<file path="src/rtl/alu_arbiter.sv">
// alu_arbiter: two-port round-robin arbiter/sequencer in front of the shared
// registered ALU. Accepts one (a, b, f) request at a time, drives the ALU
// operand registers, waits out the ALU's one-cycle latency, then returns
// y/cout to the winning port over a per-port valid/ready response handshake.
//
// Build option: define ALU_ARB_FIXED_PRIO_EN for fixed priority (port 0 always
// wins simultaneous requests, no pointer). Default build is round-robin.
module alu_arbiter #(
    parameter int DATA_W = 5,
    parameter int F_W    = 3
) (
    input  logic              clk,
    input  logic              rst_n,

    input  logic              req0_valid,
    output logic              req0_ready,
    input  logic [DATA_W-1:0] req0_a,
    input  logic [DATA_W-1:0] req0_b,
    input  logic [F_W-1:0]    req0_f,

    input  logic              req1_valid,
    output logic              req1_ready,
    input  logic [DATA_W-1:0] req1_a,
    input  logic [DATA_W-1:0] req1_b,
    input  logic [F_W-1:0]    req1_f,

    output logic              rsp0_valid,
    input  logic              rsp0_ready,
    output logic [DATA_W-1:0] rsp0_y,
    output logic              rsp0_cout,

    output logic              rsp1_valid,
    input  logic              rsp1_ready,
    output logic [DATA_W-1:0] rsp1_y,
    output logic              rsp1_cout,

    output logic [DATA_W-1:0] alu_a,
    output logic [DATA_W-1:0] alu_b,
    output logic [F_W-1:0]    alu_f,
    input  logic [DATA_W-1:0] alu_y,
    input  logic              alu_cout
);

    // IDLE: accept, ISSUE: ALU samples, CAPTURE: latch ALU result, RESP: hand back
    typedef enum logic [1:0] {
        IDLE    = 2'd0,
        ISSUE   = 2'd1,
        CAPTURE = 2'd2,
        RESP    = 2'd3
    } state_e;

    state_e            state_q;
    logic              owner_q;      // port that owns the in-flight operation

    logic [DATA_W-1:0] alu_a_q;
    logic [DATA_W-1:0] alu_b_q;
    logic [F_W-1:0]    alu_f_q;

    logic              rsp0_valid_q;
    logic [DATA_W-1:0] rsp0_y_q;
    logic              rsp0_cout_q;
    logic              rsp1_valid_q;
    logic [DATA_W-1:0] rsp1_y_q;
    logic              rsp1_cout_q;

`ifndef ALU_ARB_FIXED_PRIO_EN
    logic              ptr_q;        // port favoured when both request
`endif

    logic              grant0_d;
    logic              grant1_d;
    logic              owner_rsp_ready;

    // Pick at most one winner, only while idle and out of reset (ready is combinational)
    always_comb begin
        grant0_d = 1'b0;
        grant1_d = 1'b0;
        if (rst_n && (state_q == IDLE)) begin
`ifdef ALU_ARB_FIXED_PRIO_EN
            grant0_d = req0_valid;
            grant1_d = req1_valid & ~req0_valid;
`else
            if (req0_valid && req1_valid) begin
                grant0_d = ~ptr_q;
                grant1_d = ptr_q;
            end else begin
                grant0_d = req0_valid;
                grant1_d = req1_valid;
            end
`endif
        end
    end

    // Response-consume signal of whichever port currently owns the operation
    always_comb begin
        owner_rsp_ready = owner_q ? rsp1_ready : rsp0_ready;
    end

    // Sequencer FSM with all datapath/response registers
    always_ff @(posedge clk or negedge rst_n) begin
        if (!rst_n) begin
            state_q      <= IDLE;
            owner_q      <= 1'b0;
            alu_a_q      <= '0;
            alu_b_q      <= '0;
            alu_f_q      <= '0;
            rsp0_valid_q <= 1'b0;
            rsp0_y_q     <= '0;
            rsp0_cout_q  <= 1'b0;
            rsp1_valid_q <= 1'b0;
            rsp1_y_q     <= '0;
            rsp1_cout_q  <= 1'b0;
`ifndef ALU_ARB_FIXED_PRIO_EN
            ptr_q        <= 1'b0;
`endif
        end else begin
            case (state_q)
                IDLE: begin
                    if (grant0_d || grant1_d) begin
                        // Operands stay frozen here until the next grant
                        alu_a_q <= grant1_d ? req1_a : req0_a;
                        alu_b_q <= grant1_d ? req1_b : req0_b;
                        alu_f_q <= grant1_d ? req1_f : req0_f;
                        owner_q <= grant1_d;
`ifndef ALU_ARB_FIXED_PRIO_EN
                        // Favour the other port next time
                        ptr_q   <= grant0_d;
`endif
                        state_q <= ISSUE;
                    end
                end
                ISSUE: begin
                    state_q <= CAPTURE;
                end
                CAPTURE: begin
                    // ALU output now reflects the operands issued last cycle
                    if (owner_q) begin
                        rsp1_y_q     <= alu_y;
                        rsp1_cout_q  <= alu_cout;
                        rsp1_valid_q <= 1'b1;
                    end else begin
                        rsp0_y_q     <= alu_y;
                        rsp0_cout_q  <= alu_cout;
                        rsp0_valid_q <= 1'b1;
                    end
                    state_q <= RESP;
                end
                RESP: begin
                    if (owner_rsp_ready) begin
                        rsp0_valid_q <= 1'b0;
                        rsp1_valid_q <= 1'b0;
                        state_q      <= IDLE;
                    end
                end
                default: begin
                    state_q <= IDLE;
                end
            endcase
        end
    end

    assign req0_ready = grant0_d;
    assign req1_ready = grant1_d;

    assign alu_a      = alu_a_q;
    assign alu_b      = alu_b_q;
    assign alu_f      = alu_f_q;

    assign rsp0_valid = rsp0_valid_q;
    assign rsp0_y     = rsp0_y_q;
    assign rsp0_cout  = rsp0_cout_q;
    assign rsp1_valid = rsp1_valid_q;
    assign rsp1_y     = rsp1_y_q;
    assign rsp1_cout  = rsp1_cout_q;

endmodule

</file>
<file path="config.mk">
export PLATFORM = sky130hd
export DESIGN_NAME = alu_arbiter
export DESIGN_NICKNAME = d
export VERILOG_FILES = /design/src/rtl/alu_arbiter.sv
export SDC_FILE = /design/constraint.sdc
export NUM_CORES = 1
export LEC_CHECK = 0
export ABC_AREA = 0
export CORE_UTILIZATION = 40
export DETAILED_ROUTE_END_ITERATION = 16
export PLACE_DENSITY = 0.77
export SLEW_MARGIN = 10
export SYNTH_ARGS = -nofsm -noshare
export SYNTH_HDL_FRONTEND = slang
export SYNTH_SLANG_ARGS = --single-unit
</file>
<file path="constraint.sdc">
create_clock -name clk -period 2.1 [get_ports clk]
set_clock_uncertainty 0.05 [all_clocks]
set_input_delay 0.315 -clock clk [delete_from_list [all_inputs] [get_ports clk]]
set_output_delay 0.315 -clock clk [all_outputs]
set_load 0.1 [all_outputs]
</file>
# After elaboration in Yosys (flattened, before gate mapping)
# Cells that the tools add are included.
dict set report totals {
  reg_bits 31
  input_bits 38
  output_inout_bits 29
  elab_cells 48
}
dict set report classes {
  eq_ne 7
  n_mux 16
  bitwise 2
  reduce_logical 11
}
# op n
set op_table {}
lappend op_table {{$mux W5} 2}
lappend op_table {{$mux W1} 8}
lappend op_table {{$pmux W2 S4} 1}
lappend op_table {{$reduce_and A2 Y1} 4}
lappend op_table {{$ne A2 B2 Y1 const B} 3}
lappend op_table {{$reduce_and A3 Y1} 2}
lappend op_table {{$eq A2 B2 Y1 const B} 2}
lappend op_table {{$mux W2} 2}
lappend op_table {{$pmux W1 S2} 2}
lappend op_table {{$mux W3} 1}
lappend op_table {{$eq A2 B1 Y1 const B} 1}
lappend op_table {{$logic_and A1 B1 Y1} 2}
lappend op_table {{$logic_not A2 Y1} 1}
lappend op_table {{$ne A2 B1 Y1 const B} 1}
lappend op_table {{$not A1 Y1} 2}
lappend op_table {{$reduce_bool A2 Y1} 1}
lappend op_table {{$logic_or A1 B1 Y1} 1}

# Depth between registers and ports, before layout
dict set report depth {
  ltp_word 6
  depth_mapped 7
  depth_no_buf 5
}

# Worst setup path before layout
# No wires, ideal clock.
dict set report synth_timing {
  kind {flip-flop to flip-flop}
  from {register state_q[0]}
  to {register owner_q}
  setup_time_ns 0.208
  arrival_ns 2.432
  required_ns 1.842
  setup_slack_ns -0.590
  stages_incl_launch_ff 6
  path_buffers 0
  period_less_slack_ns 2.690
  cell_sequence {dfrtp_1 > inv_1 > ha_1 > nand3_1 > a21oi_1 > o21ai_0}
}
dict set report synth_via {
  elab_chain_cells 5
  elab_cells_between_ends 6
  classes_between {mux (2); reduce/logical (4)}
}
# element line_no
set synth_lines {}
lappend synth_lines {{start, declared} 52} ;# state_e state_q;
lappend synth_lines {{start signal, assigned} 102} ;# state_q <= IDLE;
lappend synth_lines {{start signal, assigned} 129} ;# state_q <= ISSUE;
lappend synth_lines {{start signal, assigned} 133} ;# state_q <= CAPTURE;
lappend synth_lines {{$logic_not A2 Y1} 78} ;# if (rst_n && (state_q == IDLE)) begin
lappend synth_lines {{$logic_and A1 B1 Y1} 78}
lappend synth_lines {{$mux W1} 78}
lappend synth_lines {{via req0_ready} 16} ;# output logic req0_ready,
lappend synth_lines {{$logic_or A1 B1 Y1} 119} ;# if (grant0_d || grant1_d) begin
lappend synth_lines {{$reduce_and A2 Y1 (no source line)} n/a}
lappend synth_lines {{end signal, assigned} 124} ;# owner_q <= grant1_d;
lappend synth_lines {{end, declared} 53} ;# logic owner_q;
# The timed path passes the listed nets, and every way through them passes these cells.
# A chain may end at the register's enable or synchronous reset.

# Worst setup path after layout
dict set report layout_timing {
  from {register state_q[0]}
  to {output port req1_ready}
}
dict set report layout_via {
  elab_chain_cells 3
}
# element line_no
set layout_lines {}
lappend layout_lines {{$logic_not A2 Y1} 78}
lappend layout_lines {{$logic_and A1 B1 Y1} 78}
lappend layout_lines {{$mux W1} 78}
lappend layout_lines {{end, declared} 22} ;# output logic req1_ready,
# Every way passes these cells.

==> results.json <==
{
  "drc": 0,
  "fmax_mhz": 499.9,
  "cts_tree": "done",
  "critPathTopFamily": "buffers and inverters",
  "cp_num_buf_inv": 3,
  "dieWidth_um": 62.96,
  "seq_area_um2": 775.7,
  "drtAntennaViolNets": 0,
  "yosysTopAreaCellShare": 0.5219,
  "routed_via_density": 5.073,
  "rr_endpoint": "alu_b[2]",
  "max_cap_violations": 0,
  "synth_area_leader_cell": "dfrtp_1",
  "path_max_fanout": 5,
  "dp_hpwl_mm": 2.659,
  "synth_warnings": 0,
  "place.gp.congestion": 0.7895,
  "drt-initial-drc-count": 91,
  "layout.nets": 241,
  "arrival_ps": 1640,
  "insertion_delay_ps": 280,
  "antenna_cells": 0,
  "worstMarginPinSlew_ps": 468.7,
  "crit_slowest_cell": "dfrtp_1",
  "slowest_delay_ps": 390,
  "rsz0062_at_grt": "false",
  "cts.sinks": 31,
  "reg2reg_slack_ps": 350,
  "core_um2": 3442,
  "cp-end-kind": "output port",
  "area_delta_synth_final_pct": 56.90,
  "root_buffer": "clkbuf_8",
  "worstReg2RegStart": "state_q[0]",
  "port_buffers": 66,
  "crit_type": "register to output port",
  "fp.dieH_um": 62.96,
  "grt_pass1_vias": 1299,
  "die-area_um2": 3964,
  "finalCritPeriodShare": 0.9526,
  "synth.area.top_cells": "dfrtp_1 52%, mux2_2 9.8%, a311o_1 8.8%, nor3b_1 6.6%, and2_1 5.9%",
  "fill_cells": 267,
  "h-tree-depth": 2,
  "grt_use_total": 0.2019,
  "multi_input_area_um2": 666.9,
  "synth.net_count": 165,
  "syn_inst": 123,
  "synth-seq-area-share": 0.5219,
  "finalSetupViolCount": 0,
  "crit_required_ps": 1740,
  "antenna_found_initial": 0,
  "cp_cell_sequence": "inv_1, ha_4, nand3_2, or2_1, clkinvlp_4, buf_12",
  "min_path_type": "input port to async pin",
  "drive_gt1_frac": 0.3200,
  "ios": 67,
  "grt_pass1_wl_mm": 6.106,
  "grt_start_max_net_pins": 24,
  "fin_setup_tns_ps": 0,
  "maxSlewViolCount": 0,
  "routed_wl_mm": 3.658,
  "clock_path_buffers": 2,
  "wl_per_cell_um": 14.87,
  "cts_buffers": 5,
  "relSlewSlack": 0.6875,
  "syn-cell-area_um2": 1486,
  "avgSynthCellArea_um2": 12.08,
  "vias": 1248,
  "rows": 21,
  "post-route-min-period_ps": 2000,
  "synth-seq-cells": 31,
  "clk_pin_slew_worst_paths_ps": 60,
  "worst_r2r_path_depth": 6,
  "dr.pass1.iters": 2,
  "start_util": 0.4318,
  "status": "finished, final reports clean",
  "hold_violations": 0,
  "layout_common_cells": "37 x clkdlybuf4s50_1, 37 x buf_4, 31 x dfrtp_1",
  "synth.distinct_cells": 25,
  "cp-start-kind": "register",
  "overflow": 0
}
[cells by family (layout without fill, tap and decap cells)]
family                     after synthesis  after routing  synth area share
buffers and inverters                   13             90           0.04040
adders and majority gates                4              4           0.03367
DFF                                     31             31            0.5219
and+or+nand+nor                         35             35            0.1549
muxes                                   15             15            0.1120
AOI/OAI and AO/OA                       25             25            0.1372
[per-layer routing]
layer / wire length (µm) / share of wire / track usage / vias to the layer above
li1: - / - / - / 600
met1: 1483 / 0.41 / 0.2273 / 589
met2: 1830 / 0.50 / 0.3468 / 54
met3: 290 / 0.079 / 0.07482 / 5
met4: 54 / 0.015 / 0.06977 / 0
met5: 0 / 0 / 0 / -
[what timing repair did]
| action | 4_1_cts | 5_1_grt |
|---|---|---|
| buffers inserted | 0 | 0 |
| endpoints found under the setup margin | 0 | 1 |
| hold buffers | 0 | 0 |
| gates resized for setup | 0 | 2 |
[final cells by class]
| cell class | instances | share of cell area |
|---|---|---|
| Clock inverter | 2 | 0.01502 |
| Multi-Input combinational cell | 79 | 0.2859 |
| Inverter | 6 | 0.01127 |
| Clock buffer | 6 | 0.03541 |
| Sequential cell | 31 | 0.3326 |
| Tap cell | 46 | 0.02468 |
| Timing Repair Buffer | 76 | 0.2951 |
[cells in the mapped netlist]
library cell and count:
nand3_2 1, a21boi_0 1, nor2_1 2, inv_1 6, o21ai_0 1, nor2b_1 2
mux2i_1 2, a22oi_1 1, a311o_1 13, dfrtp_1 31, o21a_1 1, a21oi_1 4
ha_1 4, nand2_1 1, buf_2 3, nor3b_1 13, a31oi_1 1, clkbuf_1 3
o211ai_1 1, o22ai_1 2, buf_6 1, mux2_2 13, and2_1 14, or2_1 1
nand3_1 1
[worst max-delay path by stage]
stage,startpoint,slack [ps],endpoint,depth (start not counted)
finish,state_q[0],100,req1_ready,6
global route,state_q[0],30,req1_ready,6
CTS,state_q[0],9,req1_ready,6
detailed placement,rst_n,130,alu_b[2],5
global placement,rst_n,140,req0_ready,5
floorplan,state_q[0],90,owner_q,5
[sequential cells by signal (all words and copies together), names as in the netlist, 2 cells and up]
name,count
alu_a,5
state_q,2
rsp0_y,5
alu_f,3
alu_b,5
rsp1_y,5
[stage by stage]
step / instance area (µm²) / util / hold slack [ps] / setup WS (ps) / std cells
final: 2332 / 0.6776 / 452.0 / 99.54 / 246
after CTS: 2320 / 0.6739 / 439.4 / 8.824 / 246
after floorplan: 1494 / - / -30.59 / 85.37 / 123
after global routing: 2332 / 0.6776 / 471.0 / 25.08 / 246
after global placement: 2202 / 0.6398 / 442.9 / 141.5 / 238
after detailed placement: 2202 / 0.6398 / 446.9 / 131.7 / 238
Power is left out: the tool's default activity adds up to more than one toggle a clock period on the data nets, which glitch-free logic cannot reach.
